[src/rtl/keypad_entry_unit.sv]
// Keypad front end: 4x4 matrix scan, per-sweep debounce, decimal digit entry
// with sign, and a saturated {operand, opcode} token over valid/ready.
module keypad_entry_unit #(
  parameter int DIGITS   = 3,
  parameter int WIDTH    = 8,
  parameter int SCAN_DIV = 100000,
  parameter int DEBOUNCE = 4
) (
  input  logic                      clk,
  input  logic                      reset,
  input  logic [3:0]                row_n,
  output logic [3:0]                col,
  output logic                      tok_valid,
  input  logic                      tok_ready,
  output logic signed [WIDTH-1:0]   tok_operand,
  output logic [2:0]                tok_op,
  output logic                      tok_ovf,
  output logic                      tok_empty,
  output logic [DIGITS*4-1:0]       entry_bcd,
  output logic                      entry_neg,
  output logic [2:0]                digit_cnt,
  output logic                      key_drop
);

  localparam int DIV_W = (SCAN_DIV > 1) ? $clog2(SCAN_DIV) : 1;
  localparam int MAG_W = $clog2(10 ** DIGITS);
  localparam int CW    = ((MAG_W > WIDTH) ? MAG_W : WIDTH) + 1;
  localparam int BCD_W = DIGITS * 4;

  typedef enum logic {S_IDLE, S_HELD} db_state_t;

  function automatic logic [1:0] row_of(input logic [3:0] h);
    if (h[0])      return 2'd0;
    else if (h[1]) return 2'd1;
    else if (h[2]) return 2'd2;
    else           return 2'd3;
  endfunction

  // Returns {ovf, operand}; the negative range reaches one step further than the positive.
  function automatic logic [WIDTH:0] saturate(input logic [MAG_W-1:0] m, input logic neg);
    logic [CW-1:0] mw;
    logic [CW-1:0] lim;
    mw  = CW'(m);
    lim = CW'(1) << (WIDTH - 1);
    if (!neg) begin
      if (mw >= lim) return {1'b1, 1'b0, {(WIDTH-1){1'b1}}};
      else           return {1'b0, mw[WIDTH-1:0]};
    end else begin
      if (mw > lim)  return {1'b1, 1'b1, {(WIDTH-1){1'b0}}};
      else           return {1'b0, WIDTH'(CW'(0) - mw)};
    end
  endfunction

  logic [DIV_W-1:0] div_cnt;
  logic             tick;
  logic [3:0]       row_s1, row_s2;
  logic [1:0]       col_idx;
  logic [1:0]       acc_n;
  logic [3:0]       acc_code;
  logic [3:0]       hits;
  logic [2:0]       hit_n;
  logic [2:0]       tot_raw;
  logic [1:0]       tot_n;
  logic [3:0]       new_code;

  assign tick = (div_cnt == DIV_W'(SCAN_DIV - 1));
  assign col  = 4'b0001 << col_idx;

  always_ff @(posedge clk or posedge reset) begin
    if (reset) begin
      div_cnt <= '0;
      row_s1  <= 4'hF;
      row_s2  <= 4'hF;
    end else begin
      div_cnt <= tick ? '0 : div_cnt + 1'b1;
      row_s1  <= row_n;
      row_s2  <= row_s1;
    end
  end

  always_comb begin
    hits     = ~row_s2;
    hit_n    = 3'($countones(hits));
    tot_raw  = {1'b0, acc_n} + hit_n;
    tot_n    = (tot_raw >= 3'd2) ? 2'd2 : tot_raw[1:0];
    new_code = (acc_n == 2'd0 && hit_n == 3'd1) ? {row_of(hits), col_idx} : acc_code;
  end

  // Stage p0: sweep result, one pulse per four scan ticks
  logic       vld_p0;
  logic       sweep_key_p0;
  logic [3:0] sweep_code_p0;

  always_ff @(posedge clk or posedge reset) begin
    if (reset) begin
      col_idx       <= 2'd0;
      acc_n         <= 2'd0;
      acc_code      <= 4'd0;
      vld_p0        <= 1'b0;
      sweep_key_p0  <= 1'b0;
      sweep_code_p0 <= 4'd0;
    end else begin
      vld_p0 <= 1'b0;
      if (tick) begin
        col_idx <= col_idx + 2'd1;
        if (col_idx == 2'd3) begin
          vld_p0        <= 1'b1;
          sweep_key_p0  <= (tot_n == 2'd1);
          sweep_code_p0 <= new_code;
          acc_n         <= 2'd0;
          acc_code      <= 4'd0;
        end else begin
          acc_n    <= tot_n;
          acc_code <= new_code;
        end
      end
    end
  end

  db_state_t  state_q, state_d;
  logic [3:0] db_cnt_q, db_cnt_d, db_cnt_n;
  logic [3:0] cand_q, cand_d;
  logic       evt;

  always_ff @(posedge clk or posedge reset) begin
    if (reset) begin
      state_q  <= S_IDLE;
      db_cnt_q <= 4'd0;
      cand_q   <= 4'd0;
    end else begin
      state_q  <= state_d;
      db_cnt_q <= db_cnt_d;
      cand_q   <= cand_d;
    end
  end

  always_comb begin
    state_d  = state_q;
    db_cnt_d = db_cnt_q;
    cand_d   = cand_q;
    db_cnt_n = 4'd0;
    evt      = 1'b0;
    if (vld_p0) begin
      case (state_q)
        S_IDLE: begin
          if (sweep_key_p0) begin
            db_cnt_n = (db_cnt_q != 4'd0 && sweep_code_p0 == cand_q) ? 4'(db_cnt_q + 4'd1) : 4'd1;
            cand_d   = sweep_code_p0;
            if (db_cnt_n == 4'(DEBOUNCE)) begin
              evt      = 1'b1;
              state_d  = S_HELD;
              db_cnt_d = 4'd0;
            end else begin
              db_cnt_d = db_cnt_n;
            end
          end else begin
            db_cnt_d = 4'd0;
          end
        end
        S_HELD: begin
          if (!sweep_key_p0) begin
            db_cnt_n = 4'(db_cnt_q + 4'd1);
            if (db_cnt_n == 4'(DEBOUNCE)) begin
              state_d  = S_IDLE;
              db_cnt_d = 4'd0;
            end else begin
              db_cnt_d = db_cnt_n;
            end
          end else begin
            db_cnt_d = 4'd0;
          end
        end
        default: state_d = S_IDLE;
      endcase
    end
  end

  // Stage p1: debounced key event
  logic       vld_p1;
  logic [3:0] key_code_p1;

  always_ff @(posedge clk or posedge reset) begin
    if (reset) begin
      vld_p1      <= 1'b0;
      key_code_p1 <= 4'd0;
    end else begin
      vld_p1 <= evt;
      if (evt) key_code_p1 <= sweep_code_p0;
    end
  end

  logic       is_dig, is_sign, is_op;
  logic [3:0] dig;
  logic [2:0] op_code;
  logic [1:0] k_row, k_col;

  always_comb begin
    k_row   = key_code_p1[3:2];
    k_col   = key_code_p1[1:0];
    is_dig  = 1'b0;
    is_sign = 1'b0;
    is_op   = 1'b0;
    dig     = 4'd0;
    op_code = 3'd0;
    if (k_col == 2'd3) begin
      is_op   = 1'b1;
      op_code = (k_row == 2'd3) ? 3'd3 : {1'b0, k_row};
    end else if (k_row == 2'd3) begin
      case (k_col)
        2'd0:    is_sign = 1'b1;
        2'd1:    is_dig  = 1'b1;
        default: begin is_op = 1'b1; op_code = 3'd4; end
      endcase
    end else begin
      is_dig = 1'b1;
      dig    = 4'(4'(k_row) * 4'd3 + 4'(k_col) + 4'd1);
    end
  end

  // Stage p2: operand entry and token register
  logic [MAG_W-1:0] mag;
  logic [WIDTH:0]   sat_res;

  assign sat_res = saturate(mag, entry_neg);

  always_ff @(posedge clk or posedge reset) begin
    if (reset) begin
      tok_valid   <= 1'b0;
      tok_operand <= '0;
      tok_op      <= 3'd0;
      tok_ovf     <= 1'b0;
      tok_empty   <= 1'b0;
      entry_bcd   <= '0;
      entry_neg   <= 1'b0;
      digit_cnt   <= 3'd0;
      mag         <= '0;
      key_drop    <= 1'b0;
    end else begin
      key_drop <= 1'b0;
      if (tok_valid && tok_ready) begin
        tok_valid <= 1'b0;
        entry_bcd <= '0;
        entry_neg <= 1'b0;
        digit_cnt <= 3'd0;
        mag       <= '0;
      end
      if (vld_p1) begin
        if (tok_valid) begin
          key_drop <= 1'b1;
        end else if (is_dig) begin
          if (digit_cnt < 3'(DIGITS)) begin
            entry_bcd <= (entry_bcd << 4) | BCD_W'(dig);
            mag       <= MAG_W'(mag * MAG_W'(10)) + MAG_W'(dig);
            digit_cnt <= digit_cnt + 3'd1;
          end
        end else if (is_sign) begin
          entry_neg <= ~entry_neg;
        end else if (is_op) begin
          tok_valid   <= 1'b1;
          tok_op      <= op_code;
          tok_empty   <= (digit_cnt == 3'd0);
          tok_ovf     <= sat_res[WIDTH];
          tok_operand <= sat_res[WIDTH-1:0];
        end
      end
    end
  end

endmodule

[config.mk]
export PLATFORM = sky130hd
export DESIGN_NAME = keypad_entry_unit
export DESIGN_NICKNAME = d
export VERILOG_FILES = /design/src/rtl/keypad_entry_unit.sv
export SDC_FILE = /design/constraint.sdc
export NUM_CORES = 1
export LEC_CHECK = 0
export ABC_CLOCK_PERIOD_IN_PS = 8200
export CAP_MARGIN = 10
export CORE_UTILIZATION = 38
export CTS_CLUSTER_DIAMETER = 40
export DETAILED_ROUTE_END_ITERATION = 16
export GPL_TIMING_DRIVEN = 0
export PLACE_DENSITY = 0.65
export SLEW_MARGIN = 15
export SYNTH_ARGS = -nofsm -noshare
export SYNTH_HDL_FRONTEND = slang
export SYNTH_SLANG_ARGS = --single-unit
[constraint.sdc]
create_clock -name clk -period 8.2 [get_ports clk]
set_clock_uncertainty 0.1 [all_clocks]
set_input_delay 2.05 -clock clk [delete_from_list [all_inputs] [get_ports clk]]
set_output_delay 2.05 -clock clk [all_outputs]
set_load 0.05 [all_outputs]
# Word-level counts from Yosys, hierarchy flattened
# Cells that the tools add are included.
classes:
  n_addsub: 12
  mul: 2
  magnitude_cmp: 4
  eq_ne: 10
  n_shift: 1
  mux: 69
  bitwise: 7
  n_reduce_logical: 11
ops:
  columns: ["operator", "n"]
  rows:
  - ["$mux 12", 5]
  - ["$mux 10", 5]
  - ["$mux 4", 9]
  - ["$mux 1", 31]
  - ["$mux 9", 3]
  - ["$mux 3", 8]
  - ["$add 17x1->17 const B", 1]
  - ["$eq 17x17->1 const B", 1]
  - ["$mux 17", 1]
  - ["$or 12x4->12", 1]
  - ["$add 10x4->10", 1]
  - ["$ge 10x8->1 const B", 1]
  - ["$gt 10x8->1 const B", 1]
  - ["$mul 10x3->9 const B", 1]
  - ["$mux 2", 5]
  - ["$add 4x1->4 const B", 2]
  - ["$eq 4x3->1 const B", 2]
  - ["$pmux 4 s2", 1]
  - ["$sub 1x8->8 const A", 1]
  - ["$eq 2x2->1 const B", 3]
  - ["$not 1->1", 5]
  - ["$reduce_and 5->1", 1]
  - ["$add 1x1->2", 2]
  - ["$add 4x2->4", 1]
  - ["20 further kinds", 24]
word_totals:
  reg_bits: 94
  inputBits: 7
  output_inout_bits: 35
  word_cells: 140

# Depth between registers and ports, before layout
depth:
  depth_word: 10
  depth_mapped: 14
  ltp_nobuf: 13

# Worst setup path after synthesis
# No wires, ideal clock.
synth_path:
  path_type: "register to register"
  start: "reg key_code_p1[1]"
  end: "reg mag[9]"
  setup_time_ps: 121
  arrival_time_ps: 3055
  required_time_ps: 7979
  path_slack_ps: 4924
  stages_incl_launch_ff: 13
  path_buffers: 0
  period_less_slack_ps: 3276
  cell_sequence: "dfrtp_1 fa_1 inv_1 fa_1 nor2_1 ha_1 fa_1 a21o_1 nand2_1 nor3_1 nand3_1 xnor3_1 a22o_1"
synth_between:
  elab_chain_cells: 9
  elab_cells_between_ends: 14
  cone_classes: "3 x add/sub; 2 x eq/ne; 9 x mux"
synth_rtl:
  columns: ["element", "line_no", "text"]
  rows:
  - ["start, declared", "180", "logic [3:0] key_code_p1;"]
  - ["start signal, assigned", "188", "if (evt) key_code_p1 <= sweep_code_p0;"]
  - ["$add 4x2->4", "216", "dig = 4'(4'(k_row) * 4'd3 + 4'(k_col) + 4'd1);"]
  - ["$add 4x1->4", "216", null]
  - ["$mux 4", "208", "end else if (k_row == 2'd3) begin"]
  - ["$mux 4", "205", "if (k_col == 2'd3) begin"]
  - ["$add 10x4->10", "253", "mag <= MAG_W'(mag * MAG_W'(10)) + MAG_W'(dig);"]
  - ["$mux 10", "251", "if (digit_cnt < 3'(DIGITS)) begin"]
  - ["$mux 10 *", "250", "end else if (is_dig) begin"]
  - ["$mux 10 *", "248", "if (tok_valid) begin"]
  - ["$mux 10 *", "247", "if (vld_p1) begin"]
  - ["end signal, assigned", "253", null]
  - ["end, declared", "221", "logic [MAG_W-1:0] mag;"]
# Mark *: on every way between the ends. The rest lies on a longest branch, timed or not.
# A chain may end at the register's enable or synchronous reset.

# Worst setup path in the final report
layout_path:
  start: "reg col_idx[1]"
  end: "out col[3]"
layout_between:
  elab_chain_cells: 1
layout_rtl:
  columns: ["element", "line_no", "text"]
  rows:
  - ["start, declared", "57", "logic [1:0] col_idx;"]
  - ["start signal, assigned", "105", "col_idx <= col_idx + 2'd1;"]
  - ["$shl 1x2->4", "67", "assign col = 4'b0001 << col_idx;"]
  - ["end, declared", "12", "output logic [3:0] col,"]
# Every way passes these cells.

==> impl_metrics.ini <==
[power_and_ir_drop]
pwr-share-clk = 0.434
p_leak_nw = 2.70
power_frac_comb = 0.037
sw_frac_of_total = 0.219
max-vdd-ir-drop_v = 0.000102
power.switching_w = 0.000195
seq_power_share = 0.529
intPower_w = 0.000693
power_density_mw_per_mm2 = 153

[clocking]
cts_root_buf = clkbuf_16
cts_buffers = 9
postCtsSetupRepairBufs = 0
clock_sinks = 94
htreeDepth = 3
clockBufferDepth = 2
clk_latency_ns = 0.35
cts_tree = built
clk_transition_reported_paths_ns = 0.06
cts_resized = 0
cts_hold_buf = 0

[sta]
fin_setup_tns_ns = 0
final_max_slew_viol_count = 0
finalHoldViolations = 0
rsz0062_at_grt = no
fin_ws_ns = 4.10
setup_viol = 0
layout_min_cycle_time_ns = 4.10
finalHoldWorstSlack_ns = 0.255
fmax_ghz = 0.244
worst_pin_slew_ns = 0.570
period_share = 0.500
timing.slew.headroom = 0.620

[cells_and_area]
area_growth_pct = 18.8
final_layout_size_suffix_gt1_frac = 0.0718
antenna_cells = 0
final_cell_area_mm2 = 0.00582
nNetsFinal = 556

[grt]
grt_max_degree = 52
grt_usage = 0.160
grt_util_met1 = 0.222
grt.met2_usage = 0.246
grt_overflow = 0
met3_usage = 0.0314
grt_busiest_layer = met2
grt_pass1_vias = 3511
grt_pass1_wl_um = 16600
antenna_found_initial = 0

[logic_synthesis]
synth-seq-cells = 94
synth_edf_count = 0
yosysWarnings = 0
synthTopCellsByArea = dfrtp_1 (44%), ha_1 (8.4%), dfstp_2 (4.3%)
yosysUniqueCellTypes = 56
async_flop_share = 1.00
syn_area_mm2 = 0.00489
synth-seq-area-share = 0.483
synth_nets = 503
synthesis.instances = 457
yosys.area.top_type = dfrtp_1
synthFlopType = dfrtp_1
yosys.area.top_type_share = 0.440
syn_area_per_cell_um2 = 10.7

[placement]
dpl_cell_area_mm2 = 0.00555
gp_congestion = 0.807
dp_hpwl_um = 6880
place.port_buffers = 41
dp_slack_ns = 4.47

[die]
ios = 42
initial_core_util = 0.389
rows = 41
die_area_mm2 = 0.0133
core-area_mm2 = 0.0126
die_w_um = 115
die_y_um = 115

[critical_path]
cp-startpoint = col_idx[1]$_DFFE_PP0N_
crit_type = reg2out
critPathMaxFanout = 8
worstReg2RegStart = key_code_p1[1]$_DFFE_PP0P_
ff2ff_path_depth = 12
worstPathArrival_ns = 1.95
end_kind = output pin
start_kind = flip-flop
cp.required_ns = 6.05

[status]
status = finished clean

[routing]
initialDrtViolationCount = 216
vias = 3453
vias_per_cell = 5.03
wire_per_inst_um = 14.0
ant_nets = 0
drtPass1Iterations = 4
wirelength_um = 9590
drc_errors = 0

[worst_hold_path]
hold_path.class = reg2reg
hp-start = row_s1[3]$_DFF_PP1_
whs_path_depth = 0

[flow_run]
drv_cap = 0
[kinds of logic (layout without fill, tap and decap cells)]
kind of cell	count (synthesis)	after routing	share of synthesized area
XOR/XNOR	35	35	0.0654
flip-flops	94	94	0.483
multiplexers	10	10	0.0225
buffers and inverters	41	99	0.0325
AND/OR/NAND/NOR	133	133	0.139
adder cells (fa/ha/maj)	39	39	0.109
AO/OA/AOI/OAI	105	105	0.149
[power by group through the flow]
stage                     sequential (W)  clock (W)  combinational, W
after floorplan                 0.000480          0         0.0000197
after detailed placement        0.000478          0         0.0000338
after global routing            0.000469   0.000415         0.0000376
after global placement          0.000478          0         0.0000312
final                           0.000469   0.000385         0.0000331
after CTS                       0.000469   0.000398         0.0000340
[cell usage after synthesis, types with 3 or more instances]
cell type  instances
dfrtp_1           86
nand2_1           34
ha_1              33
nor2_1            33
inv_1             27
a21oi_1           22
a22o_1            22
xnor2_1           19
o21ai_0           16
xor2_1            15
nand3_1           13
clkbuf_1          10
nor3_1             9
a211oi_1           8
a21o_1             8
dfstp_2            8
fa_1               6
mux2_2             6
o21ai_1            6
and3_1             5
nor3b_1            5
or3_1              5
buf_2              4
nand4_1            4
nor2b_1            4
a22oi_1            3
and2_1             3
nand3b_1           3
nor4b_1            3
o2bb2ai_1          3
[area by class of cell]
| class | instances | area [µm²] |
|---|---|---|
| multi-input cells | 322 | 2370 |
| fillers | 1191 | 6750 |
| clock inverters | 1 | 7.51 |
| clock buffers | 15 | 258 |
| well taps | 172 | 215 |
| flip-flops and latches | 94 | 2360 |
| repair buffers | 42 | 438 |
| plain buffers | 14 | 57.6 |
| inverters | 27 | 104 |
[per-stage QoR]
stage          utilization  instances  power (W)
2_1_floorplan            -        457   0.000499
3_3_place_gp         0.439        670   0.000509
3_5_place_dp         0.442        671   0.000512
4_1_cts              0.463        687   0.000901
5_1_grt              0.463        687   0.000922
6_report             0.463        687   0.000888
[cell usage in the layout (no fill, tap or decap), types with 4 or more instances in the layout]
master / n
clkdlybuf4s50_1: 41
mux2_2: 6
o21ai_0: 16
nor2_1: 33
a211oi_1: 8
dfstp_2: 8
buf_2: 4
dfrtp_1: 86
xnor2_1: 19
nor3_1: 9
inv_1: 26
o21ai_1: 6
clkbuf_16: 9
a21oi_1: 22
xor2_1: 15
nand3_1: 13
nand4_1: 4
or3_1: 5
fa_1: 6
ha_1: 33
a21o_1: 8
nor2b_1: 4
nand2_1: 34
a22o_1: 22
clkbuf_1: 15
and3_1: 5
nor3b_1: 5
[routing by layer]
metal,routed length [µm],vias up
li1,-,1724
met1,4870,1669
met2,4190,46
met3,361,14
met4,169,0
met5,0,-
[path summary, 6_finish.rpt]
kind	slack, ns	end
min	0.26	row_s2[3]$_DFF_PP1_
max in group asynchronous	5.29	row_s1[2]$_DFF_PP1_
min in group asynchronous	2.01	entry_bcd[9]$_DFF_PP0_
max	4.10	col[3]
min reg2reg	0.26	row_s2[3]$_DFF_PP1_
max reg2reg	4.59	mag[9]$_DFF_PP0_
[critical path, cell delays in order (launching register included)]
cell and delay [ns]:
dfrtp_1 0.40, ha_1 0.34, clkdlybuf4s50_1 0.86
[registers in the layout, indices dropped and copies added, names as in the netlist]
| register | count |
|---|---|
| div_cnt | 17 |
| entry_bcd | 12 |
| mag | 10 |
| tok_operand | 8 |
| acc_code | 4 |
| cand_q | 4 |
| db_cnt_q | 4 |
| key_code_p1 | 4 |
| row_s1 | 4 |
| row_s2 | 4 |
| sweep_code_p0 | 4 |
| digit_cnt | 3 |
| tok_op | 3 |
| acc_n | 2 |
| col_idx | 2 |
| entry_neg | 1 |
| key_drop | 1 |
| state_q | 1 |
| sweep_key_p0 | 1 |
| tok_empty | 1 |
| tok_ovf | 1 |
| tok_valid | 1 |
| vld_p0 | 1 |
| vld_p1 | 1 |
(Power assumes the default switching activity.)
